[src/rtl/ddr_txser.sv]
// ddr_txser: transmit serializer for a DDR output pad, MSB-first, two bits per clock, plus forwarded clock.
// Defining DDRSER_CSN_EN adds o_csn framing with one lead and one trail cycle around each burst.
module ddr_txser #(
    parameter int   DW   = 8,
    parameter logic IDLE = 1'b1
) (
    input  logic          i_clk,
    input  logic          i_reset,
    input  logic          i_stb,
    input  logic [DW-1:0] i_data,
    output logic          o_busy,
    output logic [1:0]    o_ddr,
    output logic [1:0]    o_ckout,
    output logic          o_active,
`ifdef DDRSER_CSN_EN
    output logic          o_csn,
`endif
    output logic          o_done
);
    localparam int BEATS = DW / 2;
    localparam int CW    = (BEATS > 1) ? $clog2(BEATS) : 1;
    localparam logic [CW-1:0] LAST_CNT = CW'(BEATS - 1);

    typedef enum logic [1:0] {S_IDLE, S_SHIFT, S_LEAD, S_TRAIL} state_t;

    state_t        state, state_next;
    logic [DW-1:0] sreg, sreg_next;
    logic [CW-1:0] cnt, cnt_next;
    logic [1:0]    ddr_next, ckout_next;
    logic          active_next, done_next;
    logic          accept, last;
`ifdef DDRSER_CSN_EN
    logic          csn_next;
`endif

    // cnt counts beats still to come after the one currently on o_ddr
    assign last   = (cnt == '0);
    assign o_busy = (state == S_SHIFT && !last) || (state == S_LEAD) || (state == S_TRAIL);
    assign accept = i_stb && !o_busy;

    always_ff @(posedge i_clk or posedge i_reset) begin
        if (i_reset) state <= S_IDLE;
        else         state <= state_next;
    end

    always_comb begin
        state_next = state;
        case (state)
            S_IDLE: begin
                if (accept) begin
`ifdef DDRSER_CSN_EN
                    state_next = S_LEAD;
`else
                    state_next = S_SHIFT;
`endif
                end
            end
            S_SHIFT: begin
                if (last && !accept) begin
`ifdef DDRSER_CSN_EN
                    state_next = S_TRAIL;
`else
                    state_next = S_IDLE;
`endif
                end
            end
`ifdef DDRSER_CSN_EN
            S_LEAD:  state_next = S_SHIFT;
            S_TRAIL: state_next = S_IDLE;
`endif
            default: state_next = S_IDLE;
        endcase
    end

    // Next values for the registered outputs: the first beat is launched directly
    // from i_data at accept so it appears on o_ddr in the very next cycle.
    always_comb begin
        sreg_next   = sreg;
        cnt_next    = cnt;
        ddr_next    = {IDLE, IDLE};
        ckout_next  = 2'b00;
        active_next = 1'b0;
        done_next   = 1'b0;
`ifdef DDRSER_CSN_EN
        csn_next    = o_csn;
`endif
        case (state)
            S_IDLE: begin
                if (accept) begin
`ifdef DDRSER_CSN_EN
                    sreg_next   = i_data;
                    csn_next    = 1'b0;
`else
                    ddr_next    = {i_data[DW-2], i_data[DW-1]};
                    sreg_next   = i_data << 2;
                    cnt_next    = LAST_CNT;
                    ckout_next  = 2'b10;
                    active_next = 1'b1;
`endif
                end
            end
            S_SHIFT: begin
                if (!last) begin
                    ddr_next    = {sreg[DW-2], sreg[DW-1]};
                    sreg_next   = sreg << 2;
                    cnt_next    = cnt - 1'b1;
                    ckout_next  = 2'b10;
                    active_next = 1'b1;
                end else if (accept) begin
                    ddr_next    = {i_data[DW-2], i_data[DW-1]};
                    sreg_next   = i_data << 2;
                    cnt_next    = LAST_CNT;
                    ckout_next  = 2'b10;
                    active_next = 1'b1;
                end else begin
`ifndef DDRSER_CSN_EN
                    done_next   = 1'b1;
`endif
                end
            end
`ifdef DDRSER_CSN_EN
            S_LEAD: begin
                ddr_next    = {sreg[DW-2], sreg[DW-1]};
                sreg_next   = sreg << 2;
                cnt_next    = LAST_CNT;
                ckout_next  = 2'b10;
                active_next = 1'b1;
            end
            S_TRAIL: begin
                csn_next    = 1'b1;
                done_next   = 1'b1;
            end
`endif
            default: ;
        endcase
    end

    always_ff @(posedge i_clk or posedge i_reset) begin
        if (i_reset) begin
            sreg     <= '0;
            cnt      <= '0;
            o_ddr    <= {IDLE, IDLE};
            o_ckout  <= 2'b00;
            o_active <= 1'b0;
            o_done   <= 1'b0;
`ifdef DDRSER_CSN_EN
            o_csn    <= 1'b1;
`endif
        end else begin
            sreg     <= sreg_next;
            cnt      <= cnt_next;
            o_ddr    <= ddr_next;
            o_ckout  <= ckout_next;
            o_active <= active_next;
            o_done   <= done_next;
`ifdef DDRSER_CSN_EN
            o_csn    <= csn_next;
`endif
        end
    end
endmodule
[config.mk]
export PLATFORM = sky130hd
export DESIGN_NAME = ddr_txser
export DESIGN_NICKNAME = d
export VERILOG_FILES = /design/src/rtl/ddr_txser.sv
export SDC_FILE = /design/constraint.sdc
export NUM_CORES = 1
export LEC_CHECK = 0
export CAP_MARGIN = 40
export CORE_ASPECT_RATIO = 1.75
export CORE_MARGIN = 3
export CORE_UTILIZATION = 30
export CTS_BUF_LIST = sky130_fd_sc_hd__clkbuf_16
export CTS_CLUSTER_DIAMETER = 50
export DETAILED_ROUTE_END_ITERATION = 6
export HOLD_SLACK_MARGIN = 0.05
export PLACE_DENSITY_LB_ADDON = 0.15
export REMOVE_ABC_BUFFERS = 1
export SYNTH_ARGS = -nofsm -noshare
export SYNTH_HDL_FRONTEND = slang
export SYNTH_SLANG_ARGS = --single-unit
[constraint.sdc]
create_clock -name i_clk -period 2.2 [get_ports i_clk]
set_clock_uncertainty 0.15 [all_clocks]
set_input_delay 0.22 -clock i_clk [delete_from_list [all_inputs] [get_ports i_clk]]
set_output_delay 0.22 -clock i_clk [all_outputs]
set_load 0.01 [all_outputs]
==> impl_metrics.tcl, run 1 <==
set metrics [dict create \
    grt_antenna_before_repair 0 \
    pwr-share-comb_pct 35.3 \
    hp-class "primary input to async pin" \
    root_buffer "clkbuf_16" \
    drtPass1Iterations 4 \
    cts_max_path_buffers 2 \
    design_area_sq_um 927 \
    reg2reg_slack_ns 0.72 \
    ios 18 \
    power_density_mw_per_mm2 1320 \
    rsz0062_at_grt "no" \
    cp-startpoint "cnt[0]" \
    path_clk_slew_ns 0.05 \
    report.final.hold_viol_count 0 \
    cts_tree "yes" \
    finalCriticalPeriod_ns 1.83 \
    post_drt_wl_per_cell_um 12.3 \
    worst-endpoint-arrival_ns 1.46 \
    critical_path_class "register to primary output" \
    switchingPower_mw 0.330 \
    netlist_instances 50 \
    p_sw_share_pct 27.0 \
    gp_congestion 0.625 \
    worst_pin_slew_ns 0.571 \
    grt_overflow 0 \
    placed_cell_area_sq_um 848 \
    start_util_pct 32.2 \
    grt_pass1_vias 426 \
    p_seq_share_pct 36.8 \
    status "complete, no violations" \
    cts_post_setup_buffers_inserted 0 \
    fin_nets 79 \
    setup_violations 0 \
    rr_endpoint "sreg[4]" \
    synth_top_area_share_pct 47.0 \
    r2r_cells 3 \
    grt_max_degree 16 \
    rows 22 \
    grt_pass1_wl_um 1980 \
    cts_made_buffers 3 \
    post-route-period-util_pct 83.1 \
    worst_setup_path_end_kind "primary output" \
    slew_viol_final 0 \
    ys_warn_count 0 \
    core_sq_mm 0.00215 \
    ctsHoldBuffers 0 \
    io_buffers 16 \
    vias 420 \
    cp_data_required_time_ns 1.83 \
    yosysTopAreaCell "dfrtp_1" \
    ys_seq_elements 15 \
    cellLeakagePower_nw 0.407 \
    h-tree-depth 1 \
    fin_tns_setup_ns 0 \
    r2r_start "cnt[0]" \
    cts-resized-gates 0 \
    p_clk_share_pct 27.9 \
    synth_cell_types 18 \
    power.internal_mw 0.895 \
    dp_hpwl_um 841 \
    fmax_mhz 547 \
    drc_errors 0 \
    die-area_sq_mm 0.00294 \
    relSlewSlack_pct 61.9 \
    drt_iter0_drc 1 \
    cts_num_sinks 15 \
    syn_area_sq_um 692 \
    drt-total-wl_um 1120 \
    fp.dieH_um 69.5 \
    ir_drop_uv 685 \
    fill_cells 201 \
    netlist_top_cells_area "dfrtp_1 47%, mux2_2 20%, dfstp_2 7.6%" \
    ant_nets 0 \
    cp-start-kind "register" \
    die_w_um 42.3 \
    grt_usage_pct 8.58 \
    crit_path_max_fanout 5 \
    drive_gt1_share_pct 34.3 \
    worstSetupEndpoint "o_busy" \
    yosysSeqAreaShare_pct 54.6 \
    clock_latency_ns 0.24 \
    vias_per_cell 4.62 \
    diodes 0 \
    synth_area_per_cell_sq_um 13.8 \
    syn_to_final_growth_pct 34.0 \
    cap_viol_max_count 0 \
]
==> through the flow <==
step | instances | worst slack (ns) | total power, mW | utilization (%) | hold WS, ns
finish | 91 | 0.373 | 1.23 | 43.2 | 0.192
global route | 91 | 0.290 | 1.30 | 43.2 | 0.254
detailed placement | 87 | 0.436 | 0.900 | 39.5 | 0.339
floorplan | 45 | 0.506 | 0.707 | - | -0.0300
global placement | 87 | 0.450 | 0.891 | 39.5 | 0.331
CTS | 91 | 0.353 | 1.25 | 43.2 | 0.224
==> final cells by class <==
type / count / area [sq um] / share of cell area, %
Clock buffer: 3 / 75.1 / 8.10
Clock inverter: 1 / 3.75 / 0.405
Inverter: 2 / 7.51 / 0.810
Multi-Input combinational cell: 28 / 258 / 27.8
Sequential cell: 15 / 378 / 40.8
Tap cell: 24 / 30.0 / 3.24
Timing Repair Buffer: 18 / 175 / 18.9
==> critical path, cell delays in order, from the launching register on <==
cell and delay [ns]:
dfrtp_1 0.42, o21ai_1 0.21, inv_1 0.10, clkdlybuf4s50_1 0.49
==> how the worst min path moves through the flow <==
stage	from	depth (start not counted)	end	slack [ns]
finish	i_reset	2	sreg[7]	0.19
global route	i_reset	2	sreg[6]	0.25
CTS	i_reset	2	o_active	0.22
detailed placement	sreg[0]	1	sreg[2]	0.34
global placement	sreg[0]	1	sreg[2]	0.33
floorplan	i_reset	1	cnt[0]	-0.03
==> cell usage after synthesis (all sizes together) <==
master and number:
a21oi 2, conb 1, mux2 14, o21ai 1
nor2 1, nand2b 4, xor2 1, a211oi 1
nor4b 1, buf 5, dfrtp 13, dfstp 2
nor3b 2, inv 2
==> flip-flops by register name (all words and copies together), names as in the netlist <==
register  cells
o_done        1
cnt           2
o_active      1
state         1
sreg          8
o_ddr         2
==> cell families (layout without fill, tap and decap cells) <==
logic type / count (synthesis) / count (layout) / share of synthesized area, %
buffers and inverters: 7 / 24 / 8.14
xor gates and xnor gates: 1 / 1 / 1.27
other: 1 / 1 / 0.542
AOI/OAI and AO/OA: 4 / 4 / 3.25
and+or+nand+nor: 8 / 8 / 8.32
DFF: 15 / 15 / 54.6
muxes: 14 / 14 / 23.9
==> cell usage in the layout, fill, tap and decap left out <==
master,synthesis,final
clkdlybuf4s50_1,0,16
dfrtp_1,13,13
mux2_2,12,12
inv_1,2,3
clkbuf_16,0,3
mux2_4,2,2
nor3b_1,2,2
a21oi_1,2,2
nand2b_1,2,2
nand2b_2,2,2
dfstp_2,2,2
buf_4,3,2
o21ai_1,1,1
a211oi_1,1,1
nor4b_1,1,1
xor2_1,1,1
nor2_1,1,1
conb_1,1,1
==> layer usage <==
layer	vias up	GRT usage, %	routed length, um
met2	14	13.4	592
met3	2	2.60	52
met5	-	0	0
met1	202	10.5	472
li1	202	-	-
met4	0	4.15	5
==> power groups by stage <==
stage | Combinational (mW) | Sequential (mW) | Clock [mW]
final | 0.432 | 0.451 | 0.342
after global routing | 0.469 | 0.465 | 0.365
after CTS | 0.443 | 0.454 | 0.354
after detailed placement | 0.441 | 0.459 | 0
after global placement | 0.434 | 0.457 | 0
after floorplan | 0.243 | 0.464 | 0
Note: power is estimated with default switching activity, not from simulation.
==> run 2: changes to the inputs <==
==> constraint.sdc (replaced) <==
create_clock -name i_clk -period 1.7 [get_ports i_clk]
set_clock_uncertainty 0.15 [all_clocks]
set_input_delay 0.17 -clock i_clk [delete_from_list [all_inputs] [get_ports i_clk]]
set_output_delay 0.17 -clock i_clk [all_outputs]
set_load 0.01 [all_outputs]
==> run 2 against run 1 <==
  * Sequential cell count unchanged
  * Sequential power increased by 27%
  * First-iteration DRC count did not move
  * Total power rose by 34%
  * Combinational power is 44% higher
  * Utilization rose by 2.0 points
  * Critical path depth down 2
  * Sequential share of layout area shrank 1.8 points
  * Cell count is 5.5% higher
  * Hold slack got worse by 0.11 ns
  * Via count increased by 3.6%
  * Largest cell class unchanged
==> impl_metrics.tcl, run 2 (synthesis gave the netlist of run 1 again) <==
set metrics [dict create \
    status "complete, no violations" \
    rsz0062_at_grt "no" \
    slowest_delay_ns 0.52 \
    post_drt_wl_per_cell_um 12.6 \
    largest_reg_flops 8 \
    crit_cells 1 \
    report.final.hold_viol_count 0 \
    top_register "sreg" \
    preCtsSetupSlack_ns 0.0452 \
    multiInputGateArea_sq_um 262 \
    dr_wl_met3_um 67 \
    cp-start-kind "register" \
    vias_per_cell 4.53 \
    switchingPower_mw 0.450 \
    drtPass1Iterations 4 \
    p_clk_share_pct 27.2 \
    cts_num_sinks 15 \
    cap_viol_max_count 0 \
    design_area_sq_um 971 \
    clock_latency_ns 0.24 \
    fp.dieH_um 69.5 \
    top_regs "sreg (8), cnt (2), o_ddr (2)" \
    cellLeakagePower_nw 0.440 \
    start_util_pct 32.2 \
    critPathTopFamily "buffers and inverters" \
    gp_congestion 0.640 \
    top_layer "met3" \
    finalCriticalPeriod_ns 1.60 \
    drc_errors 0 \
    dp_cells 90 \
    fin_util_pct 45.2 \
    path_cells "clkdlybuf4s50_1" \
    post-route-period-util_pct 94.1 \
    cp_data_required_time_ns 1.38 \
    drt_iter0_drc 1 \
    die-area_sq_mm 0.00294 \
    slew_viol_final 0 \
    ctsHoldBuffers 0 \
    worst_setup_path_end_kind "primary output" \
    path_clk_slew_ns 0.05 \
    setup_violations 0 \
    grt_pass1_vias 459 \
    root_buffer "clkbuf_16" \
    r2r_cells 3 \
    grt_pass1_wl_um 2050 \
    grt_usage_pct 9.13 \
    ant_nets 0 \
    dp_hpwl_um 839 \
    ios 18 \
    slowest_stage "clkdlybuf4s50_1" \
    io_buffers 16 \
    worst-endpoint-arrival_ns 1.28 \
    h-tree-depth 1 \
    grt_antenna_before_repair 0 \
    syn_to_final_growth_pct 40.3 \
    drt-met1-wl_um 517 \
    reg2reg_slack_ns 0.32 \
    placed_cell_area_sq_um 871 \
    hp-class "primary input to async pin" \
    ir_drop_uv 735 \
    power_density_mw_per_mm2 1690 \
    final_cell_mix "15 x clkdlybuf4s50_1, 13 x dfrtp_1, 12 x mux2_2, 7 x buf_4" \
    wl_met2_um 620 \
    whs_ns 0.0843 \
    final_common_cell "clkdlybuf4s50_1" \
    p_sw_share_pct 27.4 \
    cts_tree "yes" \
    crit_path_max_fanout 1 \
    vias 435 \
    layout_setup_ws_ns 0.100 \
    crit_buf_inv 1 \
    power.total_mw 1.64 \
    rows 22 \
    fin_cells 96 \
    drt-total-wl_um 1210 \
    fill_cells 208 \
    fmax_mhz 625 \
    fin_tns_setup_ns 0 \
    drive_gt1_share_pct 40.3 \
    fin_nets 84 \
    cts_max_path_buffers 2 \
    p_seq_share_pct 34.9 \
    grt_overflow 0 \
    pwr-share-comb_pct 37.9 \
    diodes 0 \
    critical_path_class "register to primary output" \
    core_sq_mm 0.00215 \
    power.internal_mw 1.19 \
    cts_made_buffers 3 \
    die_w_um 42.3 \
    register_area_sq_um 378 \
    grt_max_degree 16 \
]
## run 2: changes by cell type in the layout (fill, tap and decap cells not counted), sizes merged
cell / before / now
buf: 2 / 7
clkdlybuf4s50: 16 / 15
dlymetal6s2s: 0 / 1
## run 2: layout make-up
cell class	instances	area share, %
clock buffer	3	7.73
sequential	15	38.9
clock inverter	1	0.387
inverter	2	0.773
timing repair buffer	23	22.2
tap	24	3.09
multi-input combinational	28	26.9
## run 2: power by group through the flow
| stage | Clock (mW) | Combinational [mW] | Sequential [mW] |
|---|---|---|---|
| after detailed placement | 0 | 0.571 | 0.592 |
| after CTS | 0.460 | 0.638 | 0.575 |
| after global placement | 0 | 0.566 | 0.589 |
| after global routing | 0.477 | 0.676 | 0.590 |
| final | 0.447 | 0.623 | 0.573 |
| after floorplan | 0 | 0.315 | 0.601 |
## run 2: repair_timing
item	in CTS	in global routing
pin swaps	0	0
buffers inserted	2	0
gates cloned	0	0
resized for setup	1	1
hold endpoints to repair	0	0
setup endpoints to repair	1	1
## run 2: worst paths after layout
path                           from  endpoint
min reg2reg                 sreg[0]   sreg[2]
min in group i_clk          sreg[0]   sreg[2]
max reg2reg                  cnt[0]   sreg[4]
max in group asynchronous   i_reset  o_ddr[0]
max                        o_ddr[1]  o_ddr[1]
min                         i_reset  o_active
## run 2: worst min-delay path: stages
cell             delay (ns)
clkdlybuf4s50_1        0.40
inv_1                  0.05
buf_4                  0.21
## run 2: per-layer routing
layer	global-route usage, %	vias up
li1	-	210
met1	9.77	209
met2	14.8	16
met3	4.42	0
met4	4.15	0
met5	0	-
